==> src/rtl/alu_pkg.sv <==
// alu_pkg: shared ALU control codes, aluop/funct encodings and forwarding-select enum
package alu_pkg;
    localparam logic [3:0] CTL_AND = 4'd0;
    localparam logic [3:0] CTL_OR  = 4'd1;
    localparam logic [3:0] CTL_ADD = 4'd2;
    localparam logic [3:0] CTL_SUB = 4'd6;
    localparam logic [3:0] CTL_NOR = 4'd12;
    localparam logic [3:0] CTL_XOR = 4'd13;
    localparam logic [3:0] CTL_NOP = 4'd15;
    localparam logic [1:0] ALUOP_ADD   = 2'b00;
    localparam logic [1:0] ALUOP_SUB   = 2'b01;
    localparam logic [1:0] ALUOP_RTYPE = 2'b10;
    localparam logic [1:0] ALUOP_OR    = 2'b11;
    localparam logic [5:0] FUNCT_ADD = 6'b100000;
    localparam logic [5:0] FUNCT_SUB = 6'b100010;
    localparam logic [5:0] FUNCT_AND = 6'b100100;
    localparam logic [5:0] FUNCT_OR  = 6'b100101;
    localparam logic [5:0] FUNCT_NOR = 6'b100111;
    localparam logic [5:0] FUNCT_XOR = 6'b100110;
    typedef enum logic [1:0] {FWD_REG, FWD_EXM, FWD_WB, FWD_ZERO} fwd_sel_e;
endpackage

==> src/rtl/alu_ctl_decode.sv <==
// alu_ctl_decode: combinational aluop/funct to 4-bit ALU control decode
// Ports: aluop, funct in; control (ALU code), illegal (unknown R-type funct) out.
module alu_ctl_decode import alu_pkg::*; (
    input  logic [1:0] aluop,
    input  logic [5:0] funct,
    output logic [3:0] control,
    output logic       illegal
);
    logic [3:0] r_ctl;
    always_comb begin
        r_ctl = funct == FUNCT_ADD ? CTL_ADD :
                funct == FUNCT_SUB ? CTL_SUB :
                funct == FUNCT_AND ? CTL_AND :
                funct == FUNCT_OR  ? CTL_OR  :
                funct == FUNCT_NOR ? CTL_NOR :
                funct == FUNCT_XOR ? CTL_XOR : CTL_NOP;
        control = aluop == ALUOP_ADD ? CTL_ADD :
                  aluop == ALUOP_SUB ? CTL_SUB :
                  aluop == ALUOP_OR  ? CTL_OR  : r_ctl;
        illegal = aluop == ALUOP_RTYPE && r_ctl == CTL_NOP;
    end
endmodule

==> src/rtl/alu_operand_stage.sv <==
// alu_operand_stage: ID/EX register feeding the ALU, with operand forwarding and control decode
// Ports: clk/rst; id_* decoded instruction; stall/flush pipeline control;
// exm_*/wb_* younger results for forwarding; ex_* registered ALU-side outputs.
module alu_operand_stage import alu_pkg::*; #(
    parameter int WIDTH  = 32,
    parameter int REG_AW = 5
) (
    input  logic              clk,
    input  logic              rst,
    input  logic              id_valid,
    input  logic [REG_AW-1:0] id_rs_addr,
    input  logic [REG_AW-1:0] id_rt_addr,
    input  logic [REG_AW-1:0] id_rd_addr,
    input  logic [WIDTH-1:0]  id_rs_data,
    input  logic [WIDTH-1:0]  id_rt_data,
    input  logic [WIDTH-1:0]  id_imm,
    input  logic [1:0]        id_aluop,
    input  logic [5:0]        id_funct,
    input  logic              id_alusrc,
    input  logic              id_regwrite,
    input  logic              stall,
    input  logic              flush,
    input  logic              exm_regwrite,
    input  logic [REG_AW-1:0] exm_rd,
    input  logic [WIDTH-1:0]  exm_result,
    input  logic              wb_regwrite,
    input  logic [REG_AW-1:0] wb_rd,
    input  logic [WIDTH-1:0]  wb_result,
    output logic              ex_valid,
    output logic [WIDTH-1:0]  ex_a,
    output logic [WIDTH-1:0]  ex_b,
    output logic [WIDTH-1:0]  ex_store_data,
    output logic [3:0]        ex_control,
    output logic [REG_AW-1:0] ex_rd,
    output logic              ex_regwrite,
    output logic              ex_illegal
);
    typedef struct packed {
        logic              valid;
        logic [WIDTH-1:0]  a;
        logic [WIDTH-1:0]  b;
        logic [WIDTH-1:0]  store_data;
        logic [3:0]        control;
        logic [REG_AW-1:0] rd;
        logic              regwrite;
        logic              illegal;
    } stage_t;
    localparam stage_t BUBBLE = '{valid: 1'b0, a: '0, b: '0, store_data: '0, control: CTL_NOP,
                                  rd: '0, regwrite: 1'b0, illegal: 1'b0};
    stage_t     stage_d, stage_q, load;
    fwd_sel_e   sel_rs, sel_rt;
    logic [WIDTH-1:0] fwd_rs, fwd_rt;
    logic [3:0] dec_control;
    logic       dec_illegal;
    alu_ctl_decode u_dec (
        .aluop   (id_aluop),
        .funct   (id_funct),
        .control (dec_control),
        .illegal (dec_illegal)
    );
    always_comb begin
        // EX/MEM is younger than WB, so it is checked first
        sel_rs = id_rs_addr == '0 ? FWD_ZERO :
                 exm_regwrite && exm_rd == id_rs_addr ? FWD_EXM :
                 wb_regwrite && wb_rd == id_rs_addr ? FWD_WB : FWD_REG;
        sel_rt = id_rt_addr == '0 ? FWD_ZERO :
                 exm_regwrite && exm_rd == id_rt_addr ? FWD_EXM :
                 wb_regwrite && wb_rd == id_rt_addr ? FWD_WB : FWD_REG;
        fwd_rs = sel_rs == FWD_ZERO ? '0 : sel_rs == FWD_EXM ? exm_result :
                 sel_rs == FWD_WB ? wb_result : id_rs_data;
        fwd_rt = sel_rt == FWD_ZERO ? '0 : sel_rt == FWD_EXM ? exm_result :
                 sel_rt == FWD_WB ? wb_result : id_rt_data;
        load = '{valid: 1'b1, a: fwd_rs, b: id_alusrc ? id_imm : fwd_rt, store_data: fwd_rt,
                 control: dec_control, rd: id_rd_addr,
                 regwrite: id_regwrite && !dec_illegal && id_rd_addr != '0,
                 illegal: dec_illegal};
        stage_d = flush ? BUBBLE : stall ? stage_q : id_valid ? load : BUBBLE;
    end
    always_ff @(posedge clk) stage_q <= rst ? BUBBLE : stage_d;
    assign ex_valid      = stage_q.valid;
    assign ex_a          = stage_q.a;
    assign ex_b          = stage_q.b;
    assign ex_store_data = stage_q.store_data;
    assign ex_control    = stage_q.control;
    assign ex_rd         = stage_q.rd;
    assign ex_regwrite   = stage_q.regwrite;
    assign ex_illegal    = stage_q.illegal;
endmodule

==> config.mk <==
export PLATFORM = sky130hd
export DESIGN_NAME = alu_operand_stage
export DESIGN_NICKNAME = d
export VERILOG_FILES = /design/src/rtl/alu_pkg.sv /design/src/rtl/alu_ctl_decode.sv /design/src/rtl/alu_operand_stage.sv
export SDC_FILE = /design/constraint.sdc
export NUM_CORES = 1
export LEC_CHECK = 0
export ABC_AREA = 1
export ABC_CLOCK_PERIOD_IN_PS = 1250
export BUFFER_PORTS_ARGS = -buffer_cell sky130_fd_sc_hd__buf_2
export CAP_MARGIN = 0
export CORE_ASPECT_RATIO = 1.4
export CORE_MARGIN = 3
export CORE_UTILIZATION = 35
export CTS_CLUSTER_DIAMETER = 150
export DETAILED_ROUTE_END_ITERATION = 8
export GPL_ROUTABILITY_DRIVEN = 0
export HOLD_SLACK_MARGIN = 0.08
export PLACE_DENSITY = 0.66
export SYNTH_ARGS = -nofsm -noshare
export SYNTH_HDL_FRONTEND = slang
export SYNTH_SLANG_ARGS = --single-unit
==> constraint.sdc <==
create_clock -name clk -period 1.25 [get_ports clk]
set_input_delay 0.0625 -clock clk [delete_from_list [all_inputs] [get_ports clk]]
set_output_delay 0.0625 -clock clk [all_outputs]
set_load 0.005 [all_outputs]
==> out/qor.yml <==
synth:
  synth_most_common_cell: "nand2_1"
  yosys.area.top_type: "dfxtp_1"
  syn_area_mm2: 0.00636
  yosysSeqAreaShare: 0.340
  synth_common_cells: "nand2_1, nand3_1, a21oi_1"
  yosys_warnings: 0
  synth_ff_type: "dfxtp_1"
  avgSynthCellArea_um2: 6.13
  yosys.cell_types.count: 29
  synthArstFlopShare: 0
  synth_area_leaders: "dfxtp_1, nand2_1, nand3_1, a21oi_1, nor2_1"
  synth_edf_count: 0
  synth_top_area_share: 0.340
  netlist_instances: 1038
  syn_nets: 1240
  synth-seq-cells: 108
min_path:
  hold_path.class: "input port to flop"
  min_from: "id_rs_data[25]"
route:
  drt_iter0_markers: 776
  vias: 8732
  viasPerCell: 5.31
  drtPass1Iterations: 7
  routedWlPerCell_um: 18.4
  routed_wl_mm: 30.2
  ant_nets: 0
  route.detailed.drc: 0
final_layout:
  post-route-util: 0.580
  final_net_count: 1603
  drive_gt1_frac: 0.375
  syn_to_final_growth_pct: 60.6
die:
  rows: 57
  ios: 310
  die_h_um: 166
  initial_core_util: 0.361
  dieArea_mm2: 0.0199
  core_mm2: 0.0176
  die_x_um: 120
power_and_ir_drop:
  swShare: 0.313
  p_leak_nw: 4.95
  pwr-share-seq: 0.419
  p_clk_frac: 0.344
  p_int_mw: 5.82
  combPwrFrac: 0.237
  p_per_area_mw_per_mm2: 830
  power.switching_mw: 2.65
  ir_drop_mv: 0.612
clocking:
  path_clk_slew_ps: 80
  clock-root-buffer: "clkbuf_16"
  numCtsBuffers: 9
  clock_latency_ps: 360
  cts_tree: "done"
  cts.sink_count: 108
  cts.path.max_buffers: 2
  htree_levels: 3
run_status:
  status: "finished clean"
sta:
  layout_setup_ws_ps: 3.05
  hold_viol: 0
  hold_ws_ps: 90.8
  tns_ps: 0
  fmax_mhz: 802
  fin_skew_ps: 0
  worst_pin_slew_ps: 552
  layout_worst_path_cycle_share: 0.998
  slew_headroom: 0.632
  rsz0062_at_grt: "true"
  drv_slew: 0
  finalCriticalPeriod_ps: 1250
  setup_viol: 0
global_route:
  grt_pass1_wl_mm: 42.3
  antenna_found_initial: 1
  gr-total-overflow: 0
  grt_pass1_vias: 8338
  grt_max_degree: 105
  grt_use_total: 0.270
placement:
  place_worst_setup_slack_ps: -311
  io_buffers: 309
  dp_hpwl_mm: 19.8
setup_path:
  path_max_fanout: 7
  r2r_start: "ex_store_data[2]"
  cp.required_ps: 1560
  end_kind: "flop"
  startpoint: "id_rt_addr[4]"
  critical_path_class: "input port to flop"
  arrival_ps: 1550
  start_kind: "input port"
run:
  maxCapViolCount: 0
==> through the flow <==
stage	cell area [µm²]	cells	power [mW]
2_1_floorplan	6370	1038	4.45
3_3_place_gp	8380	1547	5.22
3_5_place_dp	8380	1547	5.22
4_1_cts	9330	1629	8.26
5_1_grt	10200	1643	8.83
6_report	10200	1645	8.48
==> cell type report <==
cell class	instances	area, µm²
repair buffers	424	3090
multi-input cells	794	4120
clock inverters	6	56.3
flip-flops and latches	108	2160
clock buffers	10	229
well taps	236	295
fillers	1681	7400
diodes	3	7.51
inverters	64	256
==> power by group through the flow <==
stage | logic, mW | registers [mW] | clock network, mW
after floorplan | 0.806 | 3.64 | 0
after global placement | 1.58 | 3.64 | 0
after detailed placement | 1.59 | 3.64 | 0
after CTS | 1.75 | 3.56 | 2.95
after global routing | 2.19 | 3.56 | 3.08
final | 2.01 | 3.56 | 2.92
==> state kept, by name (all words and copies together), names as in the netlist <==
name           count
ex_store_data     32
ex_a              32
ex_valid           1
ex_illegal         1
ex_b              32
ex_rd              5
ex_regwrite        1
ex_control         4
==> path summary, 6_finish.rpt <==
path,end,slack [ps],cells after the start
max,ex_b[5],3,13
max reg2reg,ex_store_data[2],590,2
min reg2reg,ex_control[0],450,2
min,ex_a[25],90,5
==> kinds of logic after synthesis <==
logic type / count (synthesis) / synth area share
XOR/XNOR: 4 / 0.00551
flip-flops: 108 / 0.340
AO/OA/AOI/OAI: 183 / 0.156
AND/OR/NAND/NOR: 607 / 0.409
buffers and inverters: 136 / 0.0899
==> per-layer routing <==
| layer | wire [µm] | GRT usage |
|---|---|---|
| met3 | 2320 | 0.0453 |
| met2 | 15400 | 0.480 |
| met1 | 11100 | 0.310 |
| met5 | 0 | 0 |
| met4 | 1430 | 0.143 |
==> layout by cell type, fill, tap and decap left out, types with 3 or more instances in the layout <==
cell           Yosys  layout
nor2_4             2       5
buf_12             0      19
o22ai_1            4       4
inv_2              7      13
inv_4              0       3
nand3_4            1      12
diode_2            0       3
dfxtp_1          108     108
nor2_1            82      78
nand2_2            1      44
clkbuf_16          0      19
nand3_2           10      41
o21ai_0            5       3
nand4_1            3       3
a21oi_2           18      27
inv_6              0       3
nand3_1          158     116
inv_1             56      46
buf_4              2      21
a21oi_1          154     145
dlygate4sd3_1      0      65
buf_6              2      14
buf_2             31     293
nand2_1          345     299
==> worst max-delay path, stage by stage <==
cell and delay [ps]:
buf_8 100, inv_4 50, nand2_2 50, a21oi_2 180, nand3_4 180, nor2_8 260, inv_8 90, buf_12 160
nand3_2 80, nand2_2 50, nand2_2 90, nand2_2 60, a21oi_2 130
==> what timing repair did <==
| item | in CTS | in global routing |
|---|---|---|
| endpoints found under the setup margin | 0 | 40 |
| buffers inserted | 0 | 2 |
| resized for setup | 0 | 162 |
| hold buffers | 66 | 0 |
| endpoints found under the hold margin | 53 | 0 |
(Power assumes the default switching activity.)
